### src/rtl/uc_pkg.sv
// Shared types and opcode encodings for the uc_seq sequencing control unit.
package uc_pkg;

  typedef enum logic [1:0] {
    BOOT = 2'd0,
    RUN  = 2'd1,
    WAIT = 2'd2,
    HALT = 2'd3
  } uc_state_t;

  localparam logic [5:0] OP_J    = 6'b01_0000;
  localparam logic [5:0] OP_JZ   = 6'b01_0001;
  localparam logic [5:0] OP_JNZ  = 6'b01_0010;
  localparam logic [5:0] OP_HALT = 6'b11_1111;

  localparam logic [2:0] PFX_ALU_R = 3'b000;
  localparam logic [2:0] PFX_ALU_I = 3'b001;
  localparam logic [1:0] PFX_WAIT  = 2'b10;

  localparam logic [2:0] ALUOP_RST = 3'b000;

endpackage

### src/rtl/uc_decode.sv
// Combinational RUN-state opcode decoder: control lines plus WAIT/HALT/illegal flags.
module uc_decode
  import uc_pkg::*;
#(
  parameter int WAIT_W = 4
) (
  input  logic [5:0] opcode,
  input  logic       zero,
  output logic       s_inc,
  output logic       s_inm,
  output logic       we,
  output logic       wez,
  output logic [2:0] alu_op,
  output logic       pc_en,
  output logic       is_wait,
  output logic       is_halt,
  output logic       is_illegal
);

  always_comb begin
    s_inc      = 1'b1;
    s_inm      = 1'b0;
    we         = 1'b0;
    wez        = 1'b0;
    alu_op     = ALUOP_RST;
    pc_en      = 1'b0;
    is_wait    = 1'b0;
    is_halt    = 1'b0;
    is_illegal = 1'b0;

    if (opcode[5:3] == PFX_ALU_R || opcode[5:3] == PFX_ALU_I) begin
      we     = 1'b1;
      wez    = 1'b1;
      alu_op = opcode[2:0];
      s_inm  = opcode[3];
      pc_en  = 1'b1;
    end else if (opcode == OP_J) begin
      s_inc = 1'b0;
      pc_en = 1'b1;
    end else if (opcode == OP_JZ) begin
      s_inc = ~zero;
      pc_en = 1'b1;
    end else if (opcode == OP_JNZ) begin
      s_inc = zero;
      pc_en = 1'b1;
    end else if (opcode[5:4] == PFX_WAIT) begin
      // A zero operand degenerates to a single-cycle NOP.
      if (opcode[WAIT_W-1:0] == '0) pc_en = 1'b1;
      else                          is_wait = 1'b1;
    end else if (opcode == OP_HALT) begin
      is_halt = 1'b1;
    end else begin
      is_illegal = 1'b1;
    end
  end

endmodule

### src/rtl/uc_seq.sv
// Sequencing control unit: BOOT/RUN/WAIT/HALT FSM around the opcode decoder.
// Outputs are combinational from state, opcode and zero; defaults outside RUN.
module uc_seq
  import uc_pkg::*;
#(
  parameter int WAIT_W = 4
) (
  input  logic       clk,
  input  logic       reset,
  input  logic [5:0] opcode,
  input  logic       zero,
  output logic       s_inc,
  output logic       s_inm,
  output logic       we,
  output logic       wez,
  output logic [2:0] ALUop,
  output logic       pc_en,
  output logic       halted,
  output logic       illegal
);

  uc_state_t         state;
  logic [WAIT_W-1:0] cnt;

  logic       d_s_inc, d_s_inm, d_we, d_wez, d_pc_en;
  logic [2:0] d_alu_op;
  logic       is_wait, is_halt, is_illegal;

  uc_decode #(.WAIT_W(WAIT_W)) u_decode (
    .opcode     (opcode),
    .zero       (zero),
    .s_inc      (d_s_inc),
    .s_inm      (d_s_inm),
    .we         (d_we),
    .wez        (d_wez),
    .alu_op     (d_alu_op),
    .pc_en      (d_pc_en),
    .is_wait    (is_wait),
    .is_halt    (is_halt),
    .is_illegal (is_illegal)
  );

  always_ff @(posedge clk or posedge reset) begin
    if (reset) begin
      state   <= BOOT;
      cnt     <= '0;
      illegal <= 1'b0;
    end else begin
      case (state)
        BOOT: state <= RUN;
        RUN: begin
          if (is_wait) begin
            cnt   <= opcode[WAIT_W-1:0];
            state <= WAIT;
          end else if (is_halt) begin
            state <= HALT;
          end else if (is_illegal) begin
            illegal <= 1'b1;
            state   <= HALT;
          end
        end
        WAIT: begin
          cnt <= cnt - 1'b1;
          if (cnt == WAIT_W'(1)) state <= RUN;
        end
        HALT: state <= HALT;
        default: state <= BOOT;
      endcase
    end
  end

  always_comb begin
    s_inc = 1'b1;
    s_inm = 1'b0;
    we    = 1'b0;
    wez   = 1'b0;
    ALUop = ALUOP_RST;
    pc_en = 1'b0;
    if (state == RUN) begin
      s_inc = d_s_inc;
      s_inm = d_s_inm;
      we    = d_we;
      wez   = d_wez;
      ALUop = d_alu_op;
      pc_en = d_pc_en;
    end else if (state == WAIT && cnt == WAIT_W'(1)) begin
      // PC advances only in the final WAIT cycle.
      pc_en = 1'b1;
    end
  end

  assign halted = (state == HALT);

endmodule

### config.mk
export PLATFORM = sky130hd
export DESIGN_NAME = uc_seq
export DESIGN_NICKNAME = d
export VERILOG_FILES = /design/src/rtl/uc_pkg.sv /design/src/rtl/uc_decode.sv /design/src/rtl/uc_seq.sv
export SDC_FILE = /design/constraint.sdc
export NUM_CORES = 1
export LEC_CHECK = 0
export CAP_MARGIN = 0
export CORE_MARGIN = 2
export CORE_UTILIZATION = 46
export CTS_BUF_LIST = sky130_fd_sc_hd__clkbuf_8 sky130_fd_sc_hd__clkbuf_16
export DETAILED_ROUTE_END_ITERATION = 8
export GPL_TIMING_DRIVEN = 0
export PLACE_DENSITY = 0.77
export RECOVER_POWER = 25
export SETUP_SLACK_MARGIN = 0.15
export SYNTH_ARGS = -nofsm -noshare
export SYNTH_HDL_FRONTEND = slang
export SYNTH_HIERARCHICAL = 1
export SYNTH_SLANG_ARGS = --single-unit
export TNS_END_PERCENT = 5
### constraint.sdc
create_clock -name clk -period 2.2 [get_ports clk]
set_input_delay 0.55 -clock clk [delete_from_list [all_inputs] [get_ports clk]]
set_output_delay 0.55 -clock clk [all_outputs]
set_load 0.01 [all_outputs]
Word-level counts from Yosys, hierarchy flattened
Cells that the tools add are included.
{"block": "op_classes", "eq_ne": 13, "n_bitwise": 3, "add_sub_neg": 1, "n_reduce_logical": 9, "muxes": 44}
{"cell": "1-bit two-way mux", "count": 35}
{"cell": "6-bit by 5-bit equality test with 1-bit output (second input constant)", "count": 3}
{"cell": "2-bit two-way mux", "count": 4}
{"cell": "2-bit case mux with 4 select lines", "count": 1}
{"cell": "4-bit case mux with 2 select lines", "count": 1}
{"cell": "2-bit equality test (second input constant)", "count": 3}
{"cell": "6-bit equality test (second input constant)", "count": 1}
{"cell": "3-bit two-way mux", "count": 2}
{"cell": "4-bit by 1-bit equality test with 1-bit output (second input constant)", "count": 1}
{"cell": "4-bit zero test", "count": 1}
{"cell": "4-bit two-way mux", "count": 1}
{"cell": "2-bit != test (second input constant)", "count": 2}
{"cell": "4-bit != test (second input constant)", "count": 1}
{"cell": "2-bit AND reduction", "count": 2}
{"cell": "4-bit AND reduction", "count": 1}
{"cell": "4-bit by 1-bit subtractor with 4-bit output (second input constant)", "count": 1}
{"cell": "3-bit by 1-bit equality test with 1-bit output (second input constant)", "count": 1}
{"cell": "3-bit zero test", "count": 1}
{"cell": "1-bit NOT", "count": 3}
{"cell": "2-bit by 1-bit equality test with 1-bit output (second input constant)", "count": 1}
{"cell": "2-bit zero test", "count": 1}
{"cell": "2-bit nonzero test", "count": 1}
{"cell": "1-bit logical AND", "count": 1}
{"cell": "1-bit logical OR", "count": 1}
{"block": "totals", "reg_bits": 7, "output_inout_bits": 10, "input_bits": 9, "elab_cells": 73}

Longest topological paths before layout
Gate-level depths: netlist (run 1).
{"block": "depth", "word_depth": 11, "ltp_mapped": 5}

Modules after synthesis
The synthesis (run 1) kept the hierarchy.
{"module": "uc_seq", "seq_area_each_um2": 175.2, "cells_each": 60, "instances": 1, "area_per_inst_um2": 545.5}
{"module": "uc_decode", "seq_area_each_um2": 0.0, "cells_each": 19, "instances": 1, "area_per_inst_um2": 128.9}

Least setup slack after synthesis (run 1)
OpenSTA, ideal clock, no wires.
{"block": "synth_timing", "path_type": "input -> register", "startpoint": "input opcode[1]", "endpoint": "register state[1]", "cell_stages": 4, "setup_ns": 0.132, "slack_ns": 0.372, "arrival_ns": 1.696, "cell_sequence": "or4_1 -> and3_1 -> o41ai_2 -> o21ai_1"}
{"item": "start, declared", "line": "uc_seq.sv:10", "text": "input logic [5:0] opcode,"}
{"item": "4-bit zero test", "line": "uc_decode.sv:48", "text": "if (opcode[WAIT_W-1:0] == '0) pc_en = 1'b1;"}
{"item": "1-bit two-way mux", "line": "uc_decode.sv:48"}
{"item": "1-bit two-way mux", "line": "uc_decode.sv:46", "text": "end else if (opcode[5:4] == PFX_WAIT) begin"}
{"item": "1-bit two-way mux", "line": "uc_decode.sv:43", "text": "end else if (opcode == OP_JNZ) begin"}
{"item": "1-bit two-way mux", "line": "uc_decode.sv:40", "text": "end else if (opcode == OP_JZ) begin"}
{"item": "1-bit two-way mux *", "line": "uc_decode.sv:37", "text": "end else if (opcode == OP_J) begin"}
{"item": "1-bit two-way mux *", "line": "uc_decode.sv:31", "text": "if (opcode[5:3] == PFX_ALU_R || opcode[5:3] == PFX_ALU_I) begin"}
{"item": "via is_wait", "line": "uc_seq.sv:27", "text": "logic is_wait, is_halt, is_illegal;"}
{"item": "2-bit two-way mux / 4-bit != test (equally long branches)"}
{"item": "2-bit case mux with 4 select lines / 2-bit AND reduction (equally long branches)"}
{"item": "end signal, assigned", "line": "uc_seq.sv:50", "text": "BOOT: state <= RUN;"}
{"item": "end signal, assigned", "line": "uc_seq.sv:54", "text": "state <= WAIT;"}
{"item": "end signal, assigned", "line": "uc_seq.sv:56", "text": "state <= HALT;"}
{"item": "end, declared", "line": "uc_seq.sv:22", "text": "uc_state_t state;"}
Mark *: on every way through the listed nets, which the timed path passes. The rest lies on a longest branch.
A chain may end at the register's enable or synchronous reset.

Worst setup path in the final report (run 1)
{"block": "layout_timing", "startpoint": "input opcode[3]", "endpoint": "output pc_en"}
{"block": "layout_between", "elab_chain_cells": 8}
{"item": "4-bit zero test", "line": "uc_decode.sv:48"}
{"item": "1-bit two-way mux", "line": "uc_decode.sv:48"}
{"item": "1-bit two-way mux", "line": "uc_decode.sv:46"}
{"item": "1-bit two-way mux", "line": "uc_decode.sv:43"}
{"item": "1-bit two-way mux", "line": "uc_decode.sv:40"}
{"item": "1-bit two-way mux", "line": "uc_decode.sv:37"}
{"item": "1-bit two-way mux *", "line": "uc_decode.sv:31"}
{"item": "via d_pc_en", "line": "uc_seq.sv:25", "text": "logic d_s_inc, d_s_inm, d_we, d_wez, d_pc_en;"}
{"item": "1-bit two-way mux *", "line": "uc_seq.sv:79", "text": "if (state == RUN) begin"}
{"item": "end, declared", "line": "uc_seq.sv:17", "text": "output logic pc_en,"}
Marked as above.

==> results.sh, run 1 <==
export IMPL_min_period_over_period_pct=91.89
export IMPL_yosysTopAreaCell="dfrtp_1"
export IMPL_finalClockSkew_ns=0.0008368
export IMPL_dr_pass1_iters=4
export IMPL_rsz0062_at_grt="false"
export IMPL_peakVddDrop_uv=517.8
export IMPL_io_pins=19
export IMPL_drcViolationCount=0
export IMPL_place_gp_congestion=0.7906
export IMPL_max_slew_margin_pct=79.70
export IMPL_cts_tree="yes"
export IMPL_final_setup_viol_count=0
export IMPL_p_leak_nw=0.4771
export IMPL_routed_wl_um=1671
export IMPL_synth_async_reset_ratio_pct=100.0
export IMPL_grt_max_degree=11
export IMPL_placed_cell_area_um2=873.3
export IMPL_vias=667
export IMPL_die_area_mm2=0.001788
export IMPL_syn_area_um2=674.4
export IMPL_synthToLayoutAreaGrowth_pct=38.59
export IMPL_final_area_um2=934.6
export IMPL_wl_per_cell_um=14.16
export IMPL_hold_buffers=0
export IMPL_h_tree_depth=1
export IMPL_finalCoreUtilization_pct=70.08
export IMPL_yosysWarnings=6
export IMPL_r2r_start="cnt[1]"
export IMPL_die_x_um=42.29
export IMPL_clk_pin_slew_ns=0.04
export IMPL_cp_data_arrival_time_ns=1.47
export IMPL_via_per_inst=5.653
export IMPL_yosys_top_cells_count="and2_1, dfrtp_1, inv_1, nand2_1, nor2_1"
export IMPL_yosysSeqAreaShare_pct=25.97
export IMPL_p_total_mw=0.3579
export IMPL_clock_path_buffers=2
export IMPL_start_kind="input port"
export IMPL_p_per_area_mw_per_mm2=383.0
export IMPL_synth_area_leaders="dfrtp_1, and2_1, mux2i_1"
export IMPL_hold_class="reg2reg"
export IMPL_initialDrtViolationCount=6
export IMPL_antenna_found_initial=0
export IMPL_synthCells=79
export IMPL_globalRouteOverflowTotal=0
export IMPL_avgSynthCellArea_um2=8.537
export IMPL_finalSetupTns_ns=0
export IMPL_worstPathMaxFanout=5
export IMPL_synth_cell_type_count=35
export IMPL_hold_violations=0
export IMPL_worst_setup_path_type="in2out"
export IMPL_synth_edff_count=0
export IMPL_crit_required_ns=1.65
export IMPL_synth_top_area_share_pct=25.97
export IMPL_whs_ns=0.4833
export IMPL_synth_most_common_cell="and2_1"
export IMPL_cp_end_kind="output pin"
export IMPL_final_antenna_net_count=0
export IMPL_drive_gt1_share_pct=25.24
export IMPL_diodes=0
export IMPL_status="finished, final reports clean"
export IMPL_worst_pin_slew_ns=0.3045
export IMPL_fp_row_count=13
export IMPL_clock_root_buffer="clkbuf_8"
export IMPL_cp_startpoint="opcode[3]"
export IMPL_clk_latency_ns=0.23
export IMPL_maxCapViolations=0
export IMPL_port_buffers=18
export IMPL_cts_sinks=7
export IMPL_initial_core_util_pct=50.56
export IMPL_numCtsBuffers=3
export IMPL_track_usage_pct=20.45
export IMPL_fmax_ghz=0.4947
export IMPL_synth_ff_type="dfrtp_1"
export IMPL_min_from="illegal"
export IMPL_ys_seq_elements=7
export IMPL_slew_violations=0
export IMPL_period_minus_slack_ns=2.021
export IMPL_chipHeight_um=42.29
export IMPL_core_area_mm2=0.001334
export IMPL_grt_pass1_vias=606
export IMPL_grt_pass1_wl_um=2739
export IMPL_synth_nets=90
export IMPL_final_nets=115
export IMPL_hpwl_um=1140
per-layer routing:
metal,GRT usage (%),vias up,part of all wire [%]
met3,5.172,4,2.6
met2,29.85,7,48
li1,-,333,-
met4,11.25,0,2.4
met1,27.35,323,47
met5,0,-,0
logic make-up (layout without fill, tap and decap cells):
group / count (synthesis) / count (layout) / synth area share, %
fa+ha+maj: 2 / 2 / 3.710
mux: 3 / 3 / 4.453
xor+xnor: 1 / 1 / 1.299
compound gates: 19 / 19 / 21.71
flops: 7 / 7 / 25.97
simple gates: 37 / 37 / 33.95
buf+inv: 10 / 34 / 8.904
worst paths after layout:
check	end	slack, ns	cells after the start
min in group asynchronous	cnt[0]	0.69	2
worst min-delay path	illegal	0.48	1
worst max register to register	state[0]	0.92	6
max in group asynchronous	cnt[2]	1.30	2
worst min register to register	illegal	0.48	1
worst max-delay path	pc_en	0.18	6
metrics by stage:
step | worst slack (ns) | std cells
after CTS | -0.02324 | 116
after detailed placement | -0.6926 | 112
final | 0.1785 | 118
after floorplan | 0.3724 | 79
after global routing | 0.1526 | 118
after global placement | -0.6963 | 112
power breakdown:
part | leakage, nW | switching, mW | internal (mW)
Sequential | 0.0665 | 0 | 0.129
Clock | 0.0269 | 0.0612 | 0.121
Combinational | 0.384 | 0.0237 | 0.0226
Total | 0.477 | 0.0849 | 0.273
cell type report:
class / count / area (um^2)
clock buffers: 3 / 41.29
inverters: 6 / 22.52
flip-flops and latches: 7 / 175.2
fillers: 110 / 399.1
multi-input cells: 62 / 462.9
repair buffers: 20 / 172.7
well taps: 15 / 18.77
plain buffers: 4 / 37.54
clock inverters: 1 / 3.754
worst max-delay path, stage by stage:
cell and delay, ns:
buf_12 0.10, o41a_1 0.40, o21ai_1 0.14, nand2_1 0.07, o21ai_2 0.06, buf_2 0.14
flip-flops by register name, indices dropped and copies added (netlist names):
name,flops
illegal,1
cnt,4
state,2
cells in the final DEF, fill, tap and decap left out, types with 2 or more instances in the layout:
cell type,n
dfrtp_1,7
nor2_1,3
o21ai_1,2
nand2_1,6
inv_1,7
and2_1,10
nor3_1,2
clkbuf_8,3
a31oi_1,2
a211oi_1,3
mux2i_1,3
a21oi_1,3
nand2b_1,2
dlygate4sd2_1,7
buf_6,3
ha_1,2
buf_4,5
buf_2,3
nand3_1,2
and3_1,2
timing repair:
action                     4_1_cts  5_1_grt
gates resized for setup         30       26
setup endpoints to repair       14       11
setup buffers                    0        2
pin swaps                        1        3
Power figures use the tool's default switching activity.
==> run 2: changes to the inputs <==
--- a/config.mk
+++ b/config.mk
@@ -5,7 +5,7 @@
 export SDC_FILE = /design/constraint.sdc
 export NUM_CORES = 1
 export LEC_CHECK = 0
-export CAP_MARGIN = 0
+export CAP_MARGIN = 20
 export CORE_MARGIN = 2
 export CORE_UTILIZATION = 46
 export CTS_BUF_LIST = sky130_fd_sc_hd__clkbuf_8 sky130_fd_sc_hd__clkbuf_16
==> results of run 2 <==
Final layout, timing and power as in run 1 (identical DEF).
==> run 3: changes to the inputs <==
==> constraint.sdc (replaced) <==
create_clock -name clk -period 2.3 [get_ports clk]
set_input_delay 0.575 -clock clk [delete_from_list [all_inputs] [get_ports clk]]
set_output_delay 0.575 -clock clk [all_outputs]
set_load 0.01 [all_outputs]
==> run 3 against run 2 <==
  * Global-route usage is 0.089 points higher
  * Power fell by 5.6%
  * Critical path depth shrank 1
  * Core utilization fell by 2.3 points
  * Non-clock buffer count is 2 lower
  * Clock skew hardly changed
  * Highest routed layer unchanged
==> results.sh, run 3 (same netlist as run 1, synthesis figures left out) <==
export IMPL_final_common_cell="and2_1"
export IMPL_swShare_pct=24.03
export IMPL_worst_setup_path_type="in2out"
export IMPL_port_buffers=18
export IMPL_initialDrtViolationCount=4
export IMPL_reg2regPathDepth=5
export IMPL_routed_wl_um=1546
export IMPL_grt_max_degree=11
export IMPL_crit_required_ns=1.73
export IMPL_r2r_end="cnt[1]"
export IMPL_track_usage_pct=20.54
export IMPL_largest_reg_flops=4
export IMPL_chipHeight_um=42.29
export IMPL_hpwl_um=1140
export IMPL_antenna_found_initial=0
export IMPL_hold_class="reg2reg"
export IMPL_start_kind="input port"
export IMPL_r2r_slack_ns=1.01
export IMPL_wl_per_cell_um=13.33
export IMPL_slowest_delay_ns=0.33
export IMPL_status="finished, final reports clean"
export IMPL_worstPathMaxFanout=6
export IMPL_synthToLayoutAreaGrowth_pct=34.14
export IMPL_fillerInstances=115
export IMPL_io_pins=19
export IMPL_p_leak_nw=0.4610
export IMPL_final_antenna_net_count=0
export IMPL_initial_core_util_pct=50.56
export IMPL_max_slew_margin_pct=80.75
export IMPL_cp_cell_sequence="dlygate4sd2_1 > nor2_4 > and2_2 > and2_1 > dlygate4sd2_1"
export IMPL_drcViolationCount=0
export IMPL_grt_pass1_wl_um=2753
export IMPL_peakVddDrop_uv=534.3
export IMPL_diodes=0
export IMPL_placed_cell_area_um2=873.3
export IMPL_final_nets=113
export IMPL_top_register="cnt"
export IMPL_dr_pass1_iters=4
export IMPL_worstHoldPathCells=1
export IMPL_final_cell_mix="and2_1, inv_1, dfrtp_1, dlygate4sd2_1, nand2_1"
export IMPL_cts_tree="yes"
export IMPL_rsz0062_at_grt="true"
export IMPL_fp_row_count=13
export IMPL_worst_pin_slew_ns=0.2866
export IMPL_p_sw_mw=0.08116
export IMPL_seqPwrFrac_pct=36.6
export IMPL_cp_end_kind="output pin"
export IMPL_cp_data_arrival_time_ns=1.55
export IMPL_pwr_share_comb_pct=11.6
export IMPL_cell_internal_pwr_mw=0.2566
export IMPL_die_area_mm2=0.001788
export IMPL_r2r_start="cnt[0]"
export IMPL_hold_buffers=0
export IMPL_finalClockSkew_ns=0.0003375
export IMPL_clk_latency_ns=0.23
export IMPL_drive_gt1_share_pct=22.77
export IMPL_p_per_area_mw_per_mm2=373.4
export IMPL_cts_sinks=7
export IMPL_crit_top_cell="dlygate4sd2_1"
export IMPL_numCtsBuffers=3
export IMPL_clock_root_buffer="clkbuf_8"
export IMPL_grt_pass1_vias=609
export IMPL_top_regs="cnt (4), state (2), illegal (1)"
export IMPL_clock_power_share_pct=51.8
export IMPL_place_gp_congestion=0.7906
export IMPL_core_area_mm2=0.001334
export IMPL_vias=661
export IMPL_globalRouteOverflowTotal=0
export IMPL_final_area_um2=904.6
export IMPL_min_from="illegal"
export IMPL_min_to="illegal"
export IMPL_maxCapViolations=0
export IMPL_h_tree_depth=1
export IMPL_final_setup_viol_count=0
export IMPL_cts_setup_buffers=0
export IMPL_fmax_ghz=0.4710
export IMPL_critical_path_slowest_cell="dlygate4sd2_1"
export IMPL_min_period_over_period_pct=92.31
export IMPL_period_minus_slack_ns=2.123
export IMPL_via_per_inst=5.698
export IMPL_clk_pin_slew_ns=0.04
export IMPL_multiInputGateArea_um2=460.4
export IMPL_clock_path_buffers=2
export IMPL_die_x_um=42.29
export IMPL_hold_violations=0
export IMPL_slew_violations=0
export IMPL_register_area_um2=175.2
export IMPL_finalCoreUtilization_pct=67.82
[run 3: layout make-up]
| cell class | instances | share of cell area, % |
|---|---|---|
| multi-input cells | 62 | 50.90 |
| flip-flops and latches | 7 | 19.36 |
| repair buffers | 18 | 16.04 |
| clock buffers | 3 | 4.564 |
| plain buffers | 4 | 4.149 |
| inverters | 6 | 2.490 |
| well taps | 15 | 2.075 |
| clock inverters | 1 | 0.4149 |
[run 3: worst max-delay path, delay by kind of cell]
kind                   cells  cell delay (ns)
buffers and inverters      2             0.60
AND/OR/NAND/NOR            3             0.37
[run 3: power groups by stage]
stage,Combinational [mW],Clock (mW),Sequential (mW)
global route,0.0437,0.184,0.124
CTS,0.0410,0.178,0.124
floorplan,0.0176,0,0.125
detailed placement,0.0416,0,0.125
finish,0.0391,0.175,0.124
global placement,0.0410,0,0.125
[run 3: repair_timing]
item / in CTS / in global routing
setup endpoints to repair: 13 / 7
pin swaps: 1 / 0
cloned: 0 / 0
gates resized for setup: 28 / 8
[run 3: worst max-delay path by stage]
stage / endpoint / from / slack [ns]
4_1_cts: pc_en / opcode[2] / 0.03
6_report: ALUop[1] / opcode[4] / 0.18
2_1_floorplan: state[1] / opcode[1] / 0.45
3_3_place_gp: pc_en / opcode[1] / -0.65
5_1_grt: ALUop[0] / opcode[4] / 0.12
3_5_place_dp: pc_en / opcode[1] / -0.64
[run 3: metal layers]
| layer | wire (um) | track usage (%) | vias to the layer above |
|---|---|---|---|
| met5 | 0 | 0 | - |
| met4 | 42 | 11.25 | 0 |
| met3 | 59 | 5.172 | 4 |
| met2 | 725 | 29.85 | 15 |
| met1 | 718 | 27.61 | 316 |
| li1 | - | - | 326 |
[run 3: metrics by stage]
step	setup TNS, ns	setup slack, ns	cells	hold WS (ns)	power (mW)
after floorplan	0	0.4474	79	0.3784	0.1430
after global placement	-4.171	-0.6463	112	0.4583	0.1664
after detailed placement	-4.307	-0.6426	112	0.4805	0.1670
after CTS	0	0.02676	116	0.4945	0.3430
after global routing	0	0.1156	116	0.5003	0.3510
final	0	0.1768	116	0.4835	0.3378
